$ cat config.mk
export PLATFORM = sky130hd
export DESIGN_NAME = bin_to_bcd_seq
export DESIGN_NICKNAME = d
export VERILOG_FILES = /design/src/rtl/bin_to_bcd_seq.sv
export SDC_FILE = /design/constraint.sdc
export NUM_CORES = 1
export LEC_CHECK = 0
export ABC_AREA = 0
export BUFFER_PORTS_ARGS = -buffer_cell sky130_fd_sc_hd__buf_2
export CAP_MARGIN = 10
export CORE_UTILIZATION = 37
export DETAILED_ROUTE_END_ITERATION = 16
export PLACE_DENSITY = 0.6
export SLEW_MARGIN = 15
export SYNTH_ARGS = -nofsm -noshare
export SYNTH_HDL_FRONTEND = slang
export SYNTH_SLANG_ARGS = --single-unit
$ cat constraint.sdc
create_clock -name clk -period 1.8 [get_ports clk]
set_input_delay 0.09 -clock clk [delete_from_list [all_inputs] [get_ports clk]]
set_output_delay 0.09 -clock clk [all_outputs]
set_load 0.01 [all_outputs]
$ cat src/rtl/bin_to_bcd_seq.sv
// Sequential double-dabble binary-to-BCD converter: one input bit per clock,
// start/busy/done handshake, overflow when the value exceeds DIGITS decimal digits.
module bin_to_bcd_seq #(
    parameter int WIDTH  = 16,
    parameter int DIGITS = 5
) (
    input  logic                  clk,
    input  logic                  rst,
    input  logic                  start,
    input  logic [WIDTH-1:0]      bin,
    output logic                  busy,
    output logic                  done,
    output logic [4*DIGITS-1:0]   bcd,
    output logic                  overflow
);

    localparam int CW = $clog2(WIDTH + 1);

    typedef enum logic {IDLE, SHIFT} state_t;

    state_t              state_q;
    logic [WIDTH-1:0]    shift_q;
    logic [4*DIGITS-1:0] work_q;
    logic                acc_q;
    logic [CW-1:0]       count_q;

    logic [4*DIGITS-1:0] corr_d;
    logic [4*DIGITS-1:0] work_d;
    logic [WIDTH-1:0]    shift_d;
    logic                acc_d;

    // Add-3 correction on every working digit, all in parallel ahead of the shift.
    genvar gi;
    generate
        for (gi = 0; gi < DIGITS; gi++) begin : g_corr
            assign corr_d[4*gi +: 4] = (work_q[4*gi +: 4] >= 4'd5) ?
                                       (work_q[4*gi +: 4] + 4'd3) :
                                        work_q[4*gi +: 4];
        end
    endgenerate

    // Any bit carried out of the top digit means the value needs more digits.
    assign work_d  = {corr_d[4*DIGITS-2:0], shift_q[WIDTH-1]};
    assign shift_d = {shift_q[WIDTH-2:0], 1'b0};
    assign acc_d   = acc_q | corr_d[4*DIGITS-1];

    always_ff @(posedge clk) begin
        if (rst) begin
            state_q  <= IDLE;
            shift_q  <= '0;
            work_q   <= '0;
            acc_q    <= 1'b0;
            count_q  <= '0;
            busy     <= 1'b0;
            done     <= 1'b0;
            bcd      <= '0;
            overflow <= 1'b0;
        end else begin
            done <= 1'b0;
            case (state_q)
                IDLE: begin
                    if (start) begin
                        shift_q <= bin;
                        work_q  <= '0;
                        acc_q   <= 1'b0;
                        count_q <= CW'(WIDTH);
                        busy    <= 1'b1;
                        state_q <= SHIFT;
                    end
                end
                SHIFT: begin
                    shift_q <= shift_d;
                    work_q  <= work_d;
                    acc_q   <= acc_d;
                    count_q <= count_q - CW'(1);
                    if (count_q == CW'(1)) begin
                        bcd      <= work_d;
                        overflow <= acc_d;
                        done     <= 1'b1;
                        busy     <= 1'b0;
                        state_q  <= IDLE;
                    end
                end
                default: state_q <= IDLE;
            endcase
        end
    end

endmodule
# ---- Yosys cells after proc, flatten, opt, wreduce, memory -nomap -nowiden
# Index checks and enable logic that the tools add are counted.
# W data, S select, Z words.
dict set report word_totals {
  regBits 66
  inputBits 19
  out_inout_bits 23
}
dict set report op_classes {
  n_addsub 6
  order_cmp 5
  eq_ne 3
  n_mux 20
  bitwise 2
  n_reduce_logical 3
}
# op count
set op_table {}
lappend op_table {{$pmux W20 S2} 1}
lappend op_table {{$pmux W16 S2} 1}
lappend op_table {{$add A4 B2 Y4 const B} 5}
lappend op_table {{$ge A4 B3 Y1 const B} 5}
lappend op_table {{$mux W20} 1}
lappend op_table {{$mux W4} 5}
lappend op_table {{$mux W16} 1}
lappend op_table {{$pmux W5 S2} 1}
lappend op_table {{$mux W1} 6}
lappend op_table {{$pmux W1 S2} 3}
lappend op_table {{$eq A5 B1 Y1 const B} 1}
lappend op_table {{$mux W5} 1}
lappend op_table {{$sub A5 B1 Y5 const B} 1}
lappend op_table {{$reduce_and A2 Y1} 2}
lappend op_table {{$ne A2 B1 Y1 const B} 1}
lappend op_table {{$ne A2 B2 Y1 const B} 1}
lappend op_table {{$reduce_or A2 Y1} 1}
lappend op_table {{$not A1 Y1} 1}
lappend op_table {{$or A1 B1 Y1} 1}

# ---- Logic depth before layout (Yosys ltp)
# Gate-level depths: netlist of run 1.
dict set report logic_depth {
  ltp_word 4
  mapped_depth 7
  depth_no_buf 6
}

# ---- Worst setup path after synthesis of run 1
# No wires, ideal clock.
dict set report synth_timing {
  path_type {reg-to-reg}
  from {register count_q[0]}
  to {register bcd[10]}
  arrival_time_ps 1243
  setup_slack_ps 440
  stages_incl_launch_ff 6
  period_less_slack_ps 1360
  path_cell_list {dfxtp_1 -> ha_1 -> nor4b_4 -> a21oi_2 -> buf_2 -> a22o_1}
}
dict set report synth_via {
  elab_chain_cells 2
}
# element line
set synth_lines {}
lappend synth_lines {{from (decl)} 25} ;# logic [CW-1:0] count_q;
lappend synth_lines {{from (signal assigned)} 66} ;# count_q <= CW'(WIDTH);
lappend synth_lines {{from (signal assigned)} 75} ;# count_q <= count_q - CW'(1);
lappend synth_lines {{$eq A5 B1 Y1} 76} ;# if (count_q == CW'(1)) begin
lappend synth_lines {{$reduce_and A2 Y1 (no line)} --}
lappend synth_lines {{to (signal assigned)} 77} ;# bcd <= work_d;
lappend synth_lines {{to (decl)} 13} ;# output logic [4*DIGITS-1:0] bcd,
# Every way passes these cells.
# A chain may end at the register's enable or synchronous reset.

# ---- Worst setup path in the final report of run 1
dict set report layout_timing {
  from {register state_q}
  to {register work_q[1]}
}
dict set report layout_via {
  elab_chain_cells 2
  word_cells_on_any_way 3
}
# element line
set layout_lines {}
lappend layout_lines {{from (decl)} 21} ;# state_t state_q;
lappend layout_lines {{from (signal assigned)} 49} ;# state_q <= IDLE;
lappend layout_lines {{from (signal assigned)} 68} ;# state_q <= SHIFT;
lappend layout_lines {{from (signal assigned)} 81} ;# state_q <= IDLE;
lappend layout_lines {{$not A1 Y1} --}
lappend layout_lines {{$pmux W20 S2 / $ne A2 B2 Y1 (equally long branches)} --}
lappend layout_lines {{to (signal assigned)} 73} ;# work_q <= work_d;
lappend layout_lines {{to (decl)} 23} ;# logic [4*DIGITS-1:0] work_q;
# Parallel ways exist; a longest one is shown, timed or not.

==> results by group, run 1 <==
Floorplan
  • Die width: 90.8 µm
  • Core box area: 7690 µm²
  • Die Height: 90.8 µm
  • # IOs: 42
  • Initial Utilization: 38.0%
  • Core Rows: 32
  • Full die area: 8250 µm²

CTS
  • Clk buf depth: 2
  • CTS root buf: clkbuf_8
  • CTS Sinks: 66
  • TritonCTS buffer count: 9
  • Clk slew on worst S/H paths: 0.07 ns
  • Hold buffers post-CTS: 0
  • CTS tree: built
  • Post-CTS Setup Bufs: 0
  • Clock insertion delay at the later pin of the skew report: 0.34 ns
  • H-Tree Level Count: 3
  • Post-CTS Resized: 1

Logic synthesis
  • Distinct cells, synth: 33
  • Area of the mapped netlist: 2920 µm²
  • Post-synthesis compound-gate area fraction: 19.5%
  • Post-synthesis sequential area ratio: 45.2%
  • Adder-Cell Fraction of Synth Area: 5.14%
  • Simple-Gate Fraction of Synth Area: 16.2%
  • Yosys top cell area share: 45.2%
  • Syn nets: 351
  • Post-synthesis cell count: 320
  • Post-synthesis mux area share: 7.54%
  • Syn avg cell area: 9.13 µm²
  • Flops & latches, synth: 66
  • YS warnings: 0
  • Main combinational cell family by area after synthesis: compound AO/OA/AOI/OAI gates
  • Xor and xnor area share after synthesis: 1.80%
  • Synth top area cells: dfxtp_1 (45%), mux2i_1 (7.5%), a21oi_1 (6.7%)
  • Cell taking the most area after synthesis: dfxtp_1

STA
  • Min Tclk post-route: 1.60 ns
  • Fin worst setup slack: 0.200 ns
  • Clk_skew: 0.00766 ns
  • Fin. Hold Viols: 0
  • FMAX: 625 MHz
  • Final setup fails: 0
  • Unrepaired setup endpoints after global routing: no
  • Rel. slew slack: 29.3%
  • Slew Limit Fails: 0
  • Period utilisation layout: 88.9%
  • Slew @ Worst Pin: 1.06 ns

Worst setup path
  • CP Max Fanout: 14
  • CP required: 2.08 ns
  • R2r worst-path depth: 2
  • Crit path DAT: 1.88 ns
  • Endpoint class of the critical path: flip-flop
  • Startpoint Class: flip-flop
  • WS Path Type: reg2reg

Route
  • Via count: 2348
  • Wire length per cell: 13.0 µm
  • Final WL: 6100 µm
  • Vias per cell: 4.99
  • TritonRoute pass-1 iters: 4
  • Routed Antenna Nets: 0
  • Detailed Route Iter0 Violations: 117
  • DRC Markers: 0

Final layout
  • Ant diodes: 0
  • Design Area, Final: 3480 µm²
  • Commonest non-fill, non-tap cells in the layout: dfxtp_1 (65), buf_2 (41), a21oi_1 (39), nor2_1 (35), o21ai_1 (24)
  • Layout cell share with drive strength beyond 1: 19.8%
  • Final core area utilization: 45.3%
  • # nets final: 395
  • Commonest non-fill, non-tap cell in the layout: dfxtp_1
  • Area Overhead vs Synth: 19.3%
  • Final std cells w/o fill: 471

GRT
  • Initial antenna violation count: 0
  • Largest net degree at the start of global routing: 36
  • Vias in the first global route: 2301
  • Total Routing Usage GR: 16.1%
  • GR Overflow Total: 0
  • Global-route wire length before repair: 10500 µm

Hold path
  • Hold crit path type: in2reg
  • Hold Path Stages: 3

Power
  • Leak: 1.44 nW
  • Pwr Density: 939 nW/µm²
  • Pwr Total: 3.27 mW
  • Peak VDD IR: 0.493 mV

Place
  • Post-DP HPWL: 4120 µm
  • Port bufs: 41
  • Placed cell count: 455
  • Placed instance area: 3240 µm²
  • Final GP Congestion: 0.751
  • Dpl ws: -0.0778 ns

Flow run
  • Max Cap Viol: 0

Run status
  • Status: complete, no violations
## critical path, cell delays in order (launching register included)
cell,delay [ns]
dfxtp_2,0.39
nor3_2,0.88
a22o_1,0.27
## worst paths after layout
kind / startpoint / end / slack [ns]
min reg2reg: bcd[15] / bcd[15] / 0.44
min: bin[0] / shift_q[0] / 0.04
max: state_q / work_q[1] / 0.20
max reg2reg: state_q / work_q[1] / 0.20
## layout make-up
cell class / instances / area (µm²)
Clock buffer: 9 / 124
Clock inverter: 7 / 116
Fill cell: 770 / 4200
Inverter: 14 / 52.6
Multi-Input combinational cell: 224 / 1480
Sequential cell: 66 / 1320
Tap cell: 102 / 128
Timing Repair Buffer: 49 / 265
## routing by layer
layer	track usage, %	routed length, µm	vias to the layer above
met5	0	0	-
met4	5.95	64	0
met3	5.81	310	6
met2	27.0	2800	44
met1	18.9	2930	1089
li1	-	-	1209
## per-stage QoR
step                setup TNS (ns)  hold WS (ns)
floorplan                        0         0.285
global placement            -0.319         0.376
detailed placement           -1.11         0.385
CTS                              0        0.0167
global route                     0        0.0721
finish                           0        0.0430
## cell families (layout without fill, tap and decap cells)
| logic type | after synthesis | after routing |
|---|---|---|
| muxes | 22 | 22 |
| buffers and inverters | 30 | 79 |
| adders and majority gates | 12 | 12 |
| and+or+nand+nor | 91 | 91 |
| DFF | 66 | 66 |
| AOI/OAI and AO/OA | 93 | 93 |
| xor gates and xnor gates | 6 | 6 |
## flip-flops by register name, summed over array words and instances, names as in the netlist
register  count
busy          1
count_q       5
bcd          20
work_q       20
acc_q         1
state_q       1
overflow      1
done          1
shift_q      16
## power breakdown
group | internal (mW) | switching (mW) | leakage [nW]
combinational | 0.100 | 0.139 | 0.786
clock | 0.919 | 0.581 | 0.120
sequential | 1.50 | 0.0309 | 0.536
## cell usage after synthesis
| library cell | count |
|---|---|
| a41oi_1 | 1 |
| nand2_2 | 1 |
| ha_1 | 12 |
| nor4b_4 | 1 |
| o31a_1 | 1 |
| o21a_1 | 1 |
| nand2_1 | 15 |
| o31ai_1 | 1 |
| inv_2 | 2 |
| a32o_1 | 1 |
| a211oi_1 | 2 |
| or3b_1 | 1 |
| nand3b_1 | 1 |
| nor3b_1 | 14 |
| nor2_2 | 1 |
| nor3_1 | 5 |
| clkbuf_1 | 6 |
| nand3_1 | 5 |
| o21ai_0 | 1 |
| buf_2 | 9 |
| a21oi_2 | 1 |
| a21oi_1 | 39 |
| nand2b_1 | 7 |
| o21ai_1 | 24 |
| xnor2_1 | 6 |
| nor2_1 | 35 |
| nor3_2 | 1 |
| nor2b_1 | 4 |
| dfxtp_1 | 66 |
| inv_1 | 12 |
| a22o_1 | 21 |
| buf_6 | 1 |
| mux2i_1 | 22 |
Power figures use the tool's default switching activity.
==> run 2: changes to the inputs <==
PLACE_DENSITY = 0.62   (was 0.6)
SKIP_LAST_GASP = 1   (was default)
clock period = 1.4 ns   (was 1.8 ns; I/O delays follow)
==> run 2 against run 1 <==
Effect of this change: global-route usage is 0.49 points higher; cell area is 14% higher; count of clock-buffer cells in the layout grew 2; non-clock buffer count up 33; sequential share of layout area down 4.3 points; critical path type unchanged; largest cell class unchanged; highest routed layer unchanged.
==> results by group, run 2 (synthesis results as in run 1) <==
Hold path
  • Hold crit path type: in2reg

Floorplan
  • Core Rows: 32
  • Core box area: 7690 µm²
  • Full die area: 8250 µm²
  • # IOs: 42
  • Initial Utilization: 38.0%
  • Die width: 90.8 µm
  • Die Height: 90.8 µm

GRT
  • Global-route wire length before repair: 10800 µm
  • Largest net degree at the start of global routing: 26
  • Vias in the first global route: 2358
  • Met3 Usage GRT: 6.06%
  • Busiest grt layer: met2
  • GR met2 Demand/Resource: 26.8%
  • Initial antenna violation count: 0
  • Total Routing Usage GR: 16.6%
  • GR Overflow Total: 0
  • GRT met1 Usage: 19.9%

Route
  • Routed Antenna Nets: 0
  • Via count: 2533
  • TritonRoute pass-1 iters: 4
  • Wire length per cell: 13.6 µm
  • Detailed Route Iter0 Violations: 109
  • Final WL: 6880 µm
  • DRC Markers: 0
  • Vias per cell: 5.03

CTS
  • CTS root buf: clkbuf_8
  • TritonCTS buffer count: 9
  • Clk buf depth: 2
  • CTS tree: built
  • H-Tree Level Count: 3
  • CTS Sinks: 66
  • Clk slew on worst S/H paths: 0.07 ns
  • Clock insertion delay at the later pin of the skew report: 0.35 ns

STA
  • Fin. Hold Viols: 0
  • Min Tclk post-route: 1.38 ns
  • Rel. slew slack: 77.3%
  • Total negative setup slack: 0 ns
  • Fin worst setup slack: 0.0218 ns
  • Unrepaired setup endpoints after global routing: yes
  • FMAX: 726 MHz
  • Period utilisation layout: 98.4%
  • Slew @ Worst Pin: 0.340 ns
  • Clk_skew: 0.00511 ns
  • Slew Limit Fails: 0
  • Final setup fails: 0

Worst setup path
  • Crit path DAT: 1.67 ns
  • CP required: 1.69 ns
  • CP Max Fanout: 6
  • Startpoint Class: flip-flop
  • WS Path Type: reg2reg
  • Endpoint class of the critical path: flip-flop

Power
  • Peak VDD IR: 0.853 mV
  • Leak: 1.64 nW
  • Pwr Total: 4.11 mW
  • Pwr Density: 1040 nW/µm²

Place
  • Final GP Congestion: 0.798
  • Placed cell count: 479
  • Dpl ws: -0.0752 ns
  • Port bufs: 41
  • Post-DP HPWL: 4400 µm

Final layout
  • Largest registers in the final layout: bcd: 20 flops, work_q: 20 flops, shift_q: 16 flops
  • Ant diodes: 0
  • Filler cells: 724
  • Layout cell share with drive strength beyond 1: 36.8%
  • Final std cells w/o fill: 504
  • Commonest non-fill, non-tap cell in the layout: dfxtp_1
  • Final core area utilization: 51.6%
  • # nets final: 428
  • Area Overhead vs Synth: 35.9%
  • Commonest non-fill, non-tap cells in the layout: dfxtp_1 (56), buf_2 (41), nor2_1 (35), a21oi_1 (34), buf_4 (32)

Run status
  • Status: complete, no violations

Flow run
  • Max Cap Viol: 0
[run 2: critical path, stage by stage (launching register included)]
cell     delay, ns
dfxtp_2       0.32
inv_2         0.07
ha_4          0.11
nor4b_4       0.22
buf_4         0.19
nand2_8       0.08
inv_8         0.09
buf_8         0.13
a22o_1        0.12
[run 2: layout make-up]
cell class,count,area (µm²),area share [%]
clock inverters,5,77.6,1.96
inverters,14,60.1,1.51
well taps,102,128,3.22
multi-input cells,224,1640,41.4
repair buffers,82,584,14.7
flip-flops and latches,66,1330,33.6
clock buffers,11,141,3.56
[run 2: timing repair]
item / 4_1_cts / 5_1_grt
endpoints found under the hold margin: 1 / 0
setup buffers: 0 / 7
pin swaps: 4 / 18
cloned: 0 / 1
hold buffers: 1 / 0
endpoints found under the setup margin: 22 / 33
gates resized for setup: 8 / 55
[run 2: through the flow]
| stage | cell area, µm² | hold WS [ns] |
|---|---|---|
| floorplan | 2920 | 0.265 |
| global placement | 3440 | 0.359 |
| detailed placement | 3440 | 0.375 |
| CTS | 3700 | 0.0692 |
| global route | 3970 | 0.0982 |
| finish | 3970 | 0.0801 |
[run 2: per-layer routing]
layer / wire (µm) / vias up
li1: - / 1279
met1: 3130 / 1182
met2: 3240 / 58
met4: 129 / 0
met5: 0 / -
met3: 370 / 14
[run 2: final timing paths]
| path | startpoint | endpoint | slack, ns | cells past startpoint |
|---|---|---|---|---|
| worst max register to register | count_q[1] | bcd[18] | 0.02 | 8 |
| worst max-delay path | count_q[1] | bcd[18] | 0.02 | 8 |
| worst min register to register | bcd[12] | bcd[12] | 0.44 | 2 |
| worst min-delay path | bin[5] | shift_q[5] | 0.08 | 5 |
[run 2: power by group]
group | switching (mW) | internal, mW | total (mW) | leakage, nW
sequential | 0.0418 | 1.93 | 1.97 | 0.540
clock | 0.733 | 1.05 | 1.78 | 0.109
combinational | 0.195 | 0.170 | 0.364 | 0.988
